File: src/rtl/uart_pkg.sv
// -----------------------------------------------------------------------------
// uart_pkg
// Definitions shared by the UART transmitter and receiver:
//   - uart_state_e     : frame-level FSM state encoding (IDLE/START/DATA/PARITY/STOP)
//   - DATA_WIDTH_DEF   : default payload width in bits
//   - PRESCALE_W       : width of the PRESCALE (cycles-per-bit) configuration
//   - PRESCALE_MIN_DEF : default lower bound applied to PRESCALE
//   - PAR_EVEN/PAR_ODD : encodings of the PAR_TYP configuration input
//   - clamp_prescale() : applies the lower bound to a requested bit period
// -----------------------------------------------------------------------------
package uart_pkg;

  localparam int DATA_WIDTH_DEF   = 8;
  localparam int PRESCALE_W       = 5;
  localparam int PRESCALE_MIN_DEF = 4;

  localparam logic PAR_EVEN = 1'b0;
  localparam logic PAR_ODD  = 1'b1;

  typedef enum logic [2:0] {
    ST_IDLE   = 3'd0,
    ST_START  = 3'd1,
    ST_DATA   = 3'd2,
    ST_PARITY = 3'd3,
    ST_STOP   = 3'd4
  } uart_state_e;

  // Bit periods below the minimum are raised to the minimum; anything at or
  // above it (up to 31) is used unchanged.
  function automatic logic [PRESCALE_W-1:0] clamp_prescale(
    input logic [PRESCALE_W-1:0] req,
    input logic [PRESCALE_W-1:0] min_p
  );
    return (req < min_p) ? min_p : req;
  endfunction

endpackage

File: src/rtl/uart_bit_timer.sv
// -----------------------------------------------------------------------------
// uart_bit_timer
// Loadable bit-period counter. A load captures the period and restarts the
// count at 0; while enabled the count runs 0..period-1 and wraps. bit_done is
// high during the last cycle of each period, so a state machine that advances
// on bit_done advances on the edge where the count wraps.
//
// Ports:
//   clk       in   system clock, rising edge
//   rst       in   asynchronous reset, active-high (count=0)
//   load      in   capture period and restart the count (takes priority)
//   period    in   bit period in cycles, already clamped by the caller
//   en        in   count enable
//   bit_done  out  last cycle of the current bit period (combinational)
// -----------------------------------------------------------------------------
module uart_bit_timer
  import uart_pkg::*;
(
  input  logic                  clk,
  input  logic                  rst,
  input  logic                  load,
  input  logic [PRESCALE_W-1:0] period,
  input  logic                  en,
  output logic                  bit_done
);

  logic [PRESCALE_W-1:0] count_reg;
  logic [PRESCALE_W-1:0] period_reg;
  logic                  at_end;

  assign at_end   = (count_reg == (period_reg - PRESCALE_W'(1)));
  assign bit_done = en && !load && at_end;

  always_ff @(posedge clk or posedge rst) begin
    if (rst) begin
      count_reg  <= '0;
      period_reg <= PRESCALE_W'(PRESCALE_MIN_DEF);
    end else if (load) begin
      count_reg  <= '0;
      period_reg <= period;
    end else if (en) begin
      if (at_end) begin
        count_reg <= '0;
      end else begin
        count_reg <= count_reg + PRESCALE_W'(1);
      end
    end
  end

endmodule

File: src/rtl/uart_tx.sv
// -----------------------------------------------------------------------------
// uart_tx
// Serial transmitter. One byte is accepted per DATA_VALID handshake while idle
// and sent as start(0) / data LSB first / optional parity / stop(1), each bit
// lasting the latched PRESCALE cycles. The configuration is latched on the
// accepting edge, so mid-frame changes on any input have no effect.
//
// Ports:
//   CLK        in   system clock, rising edge
//   RST        in   asynchronous reset, active-high; abandons any frame
//   PRESCALE   in   cycles per serial bit (values below PRESCALE_MIN are raised)
//   PAR_EN     in   1 = insert a parity bit after the data bits
//   PAR_TYP    in   0 = even parity, 1 = odd parity
//   P_DATA     in   byte to send, sampled on the accepting edge
//   DATA_VALID in   send request, honoured only while BUSY=0
//   TX_OUT     out  serial line, idles high (registered)
//   BUSY       out  high from the accepting edge until the stop bit ends (registered)
// -----------------------------------------------------------------------------
module uart_tx
  import uart_pkg::*;
#(
  parameter int DATA_WIDTH   = DATA_WIDTH_DEF,
  parameter int PRESCALE_MIN = PRESCALE_MIN_DEF
) (
  input  logic                  CLK,
  input  logic                  RST,
  input  logic [PRESCALE_W-1:0] PRESCALE,
  input  logic                  PAR_EN,
  input  logic                  PAR_TYP,
  input  logic [DATA_WIDTH-1:0] P_DATA,
  input  logic                  DATA_VALID,
  output logic                  TX_OUT,
  output logic                  BUSY
);

  localparam int IDX_W = (DATA_WIDTH > 1) ? $clog2(DATA_WIDTH) : 1;
  localparam logic [IDX_W-1:0] LAST_IDX = IDX_W'(DATA_WIDTH - 1);

  uart_state_e           state_reg;
  logic [DATA_WIDTH-1:0] shift_reg;
  logic [IDX_W-1:0]      bit_idx_reg;
  logic                  par_en_reg;
  logic                  par_bit_reg;
  logic                  tx_reg;
  logic                  busy_reg;

  logic                  accept;
  logic                  bit_done;
  logic [PRESCALE_W-1:0] period_clamped;
  logic                  par_bit_next;

  // Acceptance is only possible in IDLE; BUSY is low exactly when IDLE.
  assign accept         = (state_reg == ST_IDLE) && DATA_VALID;
  assign period_clamped = clamp_prescale(PRESCALE, PRESCALE_W'(PRESCALE_MIN));
  assign par_bit_next   = (PAR_TYP == PAR_ODD) ? ~(^P_DATA) : (^P_DATA);

  // The timer is restarted on the accepting edge, so its first period lines
  // up with the start bit that becomes visible on that same edge.
  uart_bit_timer u_bit_timer (
    .clk      (CLK),
    .rst      (RST),
    .load     (accept),
    .period   (period_clamped),
    .en       (state_reg != ST_IDLE),
    .bit_done (bit_done)
  );

  // TX_OUT is registered: every transition loads the level of the bit that
  // the new state will drive, so the line changes on the same edge as the
  // state.
  always_ff @(posedge CLK or posedge RST) begin
    if (RST) begin
      state_reg   <= ST_IDLE;
      shift_reg   <= '0;
      bit_idx_reg <= '0;
      par_en_reg  <= 1'b0;
      par_bit_reg <= 1'b0;
      tx_reg      <= 1'b1;
      busy_reg    <= 1'b0;
    end else begin
      case (state_reg)
        ST_IDLE: begin
          tx_reg   <= 1'b1;
          busy_reg <= 1'b0;
          if (accept) begin
            shift_reg   <= P_DATA;
            bit_idx_reg <= '0;
            par_en_reg  <= PAR_EN;
            par_bit_reg <= par_bit_next;
            tx_reg      <= 1'b0;
            busy_reg    <= 1'b1;
            state_reg   <= ST_START;
          end
        end

        ST_START: begin
          if (bit_done) begin
            tx_reg    <= shift_reg[0];
            state_reg <= ST_DATA;
          end
        end

        ST_DATA: begin
          if (bit_done) begin
            shift_reg <= shift_reg >> 1;
            if (bit_idx_reg == LAST_IDX) begin
              bit_idx_reg <= '0;
              if (par_en_reg) begin
                tx_reg    <= par_bit_reg;
                state_reg <= ST_PARITY;
              end else begin
                tx_reg    <= 1'b1;
                state_reg <= ST_STOP;
              end
            end else begin
              // Next data bit is the one about to shift into position 0.
              tx_reg      <= shift_reg[1];
              bit_idx_reg <= bit_idx_reg + IDX_W'(1);
            end
          end
        end

        ST_PARITY: begin
          if (bit_done) begin
            tx_reg    <= 1'b1;
            state_reg <= ST_STOP;
          end
        end

        ST_STOP: begin
          if (bit_done) begin
            tx_reg    <= 1'b1;
            busy_reg  <= 1'b0;
            state_reg <= ST_IDLE;
          end
        end

        default: begin
          tx_reg    <= 1'b1;
          busy_reg  <= 1'b0;
          state_reg <= ST_IDLE;
        end
      endcase
    end
  end

  assign TX_OUT = tx_reg;
  assign BUSY   = busy_reg;

endmodule

File: config.mk
export PLATFORM = sky130hd
export DESIGN_NAME = uart_tx
export DESIGN_NICKNAME = d
export VERILOG_FILES = /design/src/rtl/uart_pkg.sv /design/src/rtl/uart_bit_timer.sv /design/src/rtl/uart_tx.sv
export SDC_FILE = /design/constraint.sdc
export NUM_CORES = 1
export LEC_CHECK = 0
export ABC_AREA = 1
export BUFFER_PORTS_ARGS = -buffer_cell sky130_fd_sc_hd__buf_4
export CAP_MARGIN = 25
export CORE_MARGIN = 8
export CORE_UTILIZATION = 43
export DETAILED_ROUTE_END_ITERATION = 16
export PLACE_DENSITY_LB_ADDON = 0.15
export SYNTH_ARGS = -nofsm -noshare
export SYNTH_HDL_FRONTEND = slang
export SYNTH_HIERARCHICAL = 1
export SYNTH_SLANG_ARGS = --single-unit
File: constraint.sdc
create_clock -name CLK -period 2.87 [get_ports CLK]
set_input_delay 0.1435 -clock CLK [delete_from_list [all_inputs] [get_ports CLK]]
set_output_delay 0.1435 -clock CLK [all_outputs]
set_load 0.1 [all_outputs]
==> out/metrics.cfg <==
[layout]
nFillCells = 414
regArea_um2 = 703
syn2layout_area_growth_pct = 13.3
diodes = 0
final_common_cell = nand2_1
final_cell_mix = nand2_1, inv_1, dfrtp_1
layout-drive-gt1-share = 0.162
largest_register_ffs = 8
multiInputGateArea_um2 = 855
fin_nets = 300

[global_route]
grt_pass1_vias = 1495
grt_pass1_wl_um = 6180
gr-total-overflow = 0
antenna_found_initial = 0
grt_max_degree = 22
track_usage = 0.117

[setup_path]
critPathLaunchType = flop
crit_type = reg2reg
cp.arrival_ps = 2310
crit_path_max_fanout = 21
cp.required_ps = 3020
cp-end-kind = flop

[synthesis]
synth-async-reset-ratio = 1.00
ys_seq_elements = 28
synth_nets = 280
ys_types = 31
synth.area.top_cells = dfrtp_1, nand2_1, inv_1
synth-main-ff-cell = dfrtp_1
ys_seq_area_frac = 0.395
synth.top_cell.area_share = 0.366
syn_inst = 258
syn_avg_cell_area_um2 = 6.90
yosys_warnings = 6
synth_edf_count = 0
synth_area_um2 = 1780
synth_area_leader_cell = dfrtp_1

[outcome]
status = finished clean

[drt]
via_count = 1518
drtIter0Drc = 49
drc = 0
wl_um = 3380
drt_first_pass_iters = 4
vias_per_cell = 4.64
postRouteAntennaNets = 0
avgRoutedWirePerCell_um = 10.3

[cts]
clockBufferDepth = 2
cts_tree = built
clkSinkCount = 28
path_clk_slew_ps = 100
cts_buffers = 3
root_buffer = clkbuf_8
cts_max_level = 1
clk_latency_ps = 270

[sta]
relSlewSlack = 0.543
layout_min_cycle_time_ps = 2170
fin_setup_tns_ps = 0
final_hold_viol_count = 0
rsz0062_at_grt = false
worstMarginPinSlew_ps = 685
period_share = 0.755
hold_slack_ps = 93.7
fmax_mhz = 461
finClkSkew_ps = 5.13
slew_violations = 0
setup_violations = 0

[place]
gp_congestion = 0.765
io_buffers = 19
dp_hpwl_um = 2660

[die]
start_util = 0.445
row_count = 23
die_h_um = 80.3
num_io_pins = 20
coreArea_um2 = 4000
die_w_um = 80.3
die-area_um2 = 6450

[hold_path]
holdCritPathClass = in2reg

[power]
vdd_drop_max_uv = 142
powerDensity_nw_per_um2 = 343
p_leak_nw = 1.13

[job]
cap_viol_max_count = 0

[through the flow]
step	power, mW	instances	worst slack [ps]	util	area (µm²)
finish	0.690	327	702	0.504	2020
global route	0.717	327	464	0.504	2020
CTS	0.703	327	686	0.504	2020
detailed placement	0.456	322	704	0.488	1950
global placement	0.456	322	800	0.488	1950
floorplan	0.429	258	1110	-	1780
[cell families after synthesis]
| family | after synthesis | share of synthesized area |
|---|---|---|
| adders and majority gates | 4 | 0.0281 |
| AOI/OAI and AO/OA | 36 | 0.121 |
| buffers and inverters | 54 | 0.124 |
| xor gates and xnor gates | 1 | 0.00492 |
| DFF | 28 | 0.395 |
| and+or+nand+nor | 135 | 0.326 |
[cell type report]
class / instances / share of cell area
multi-input cells: 176 / 0.424
repair buffers: 21 / 0.0795
well taps: 50 / 0.0310
flip-flops and latches: 28 / 0.349
clock buffers: 4 / 0.0273
inverters: 48 / 0.0894
[routing by layer]
layer	wire (µm)	share of wire	track usage
met2	1390	0.41	0.178
met5	0	0	0
met3	74	0.022	0.0134
met4	38	0.011	0.0436
met1	1880	0.55	0.165
[worst paths after layout]
kind | startpoint | endpoint | slack, ps | depth (start not counted)
worst max-delay path | state_reg[0] | shift_reg[5] | 700 | 13
worst min-delay path | PRESCALE[4] | u_bit_timer/period_reg[4] | 90 | 3
worst max register to register | state_reg[0] | shift_reg[5] | 700 | 13
worst min register to register | BUSY | BUSY | 480 | 2
max in group asynchronous | RST | par_en_reg | 1900 | 3
min in group asynchronous | RST | u_bit_timer/count_reg[4] | 410 | 3
[report_power, final]
part | switching, mW | total, mW | internal, mW
clock network | 0.120 | 0.243 | 0.123
registers | 0 | 0.394 | 0.394
logic | 0.0285 | 0.0535 | 0.0250
total | 0.148 | 0.690 | 0.542
[cell usage after synthesis, types with 3 or more instances]
| cell type | count |
|---|---|
| clkbuf_1 | 3 |
| o21ai_1 | 8 |
| o21ai_0 | 14 |
| nand2_1 | 89 |
| ha_1 | 4 |
| nor2_1 | 20 |
| dfrtp_1 | 26 |
| inv_1 | 42 |
| nor3_1 | 3 |
| nand3_1 | 10 |
| o211ai_1 | 7 |
| nand2_2 | 3 |
| inv_2 | 6 |
[timing repair]
action / in CTS / in global routing
endpoints found under the hold margin: 9 / 0
hold buffers: 1 / 0
buffers inserted: 0 / 0
resized for setup: 0 / 0
[worst max-delay path, cell delays in order (launching register included)]
cell and delay (ps):
dfrtp_1 450, nor2_4 150, nand2_2 90, inv_2 90, nand2_4 60, inv_1 310, inv_1 80, nand2_1 160
nor2_1 70, inv_1 100, o21ai_2 70, buf_4 190, o211ai_1 90, o21ai_0 110
Note: power is estimated with default switching activity, not from simulation.
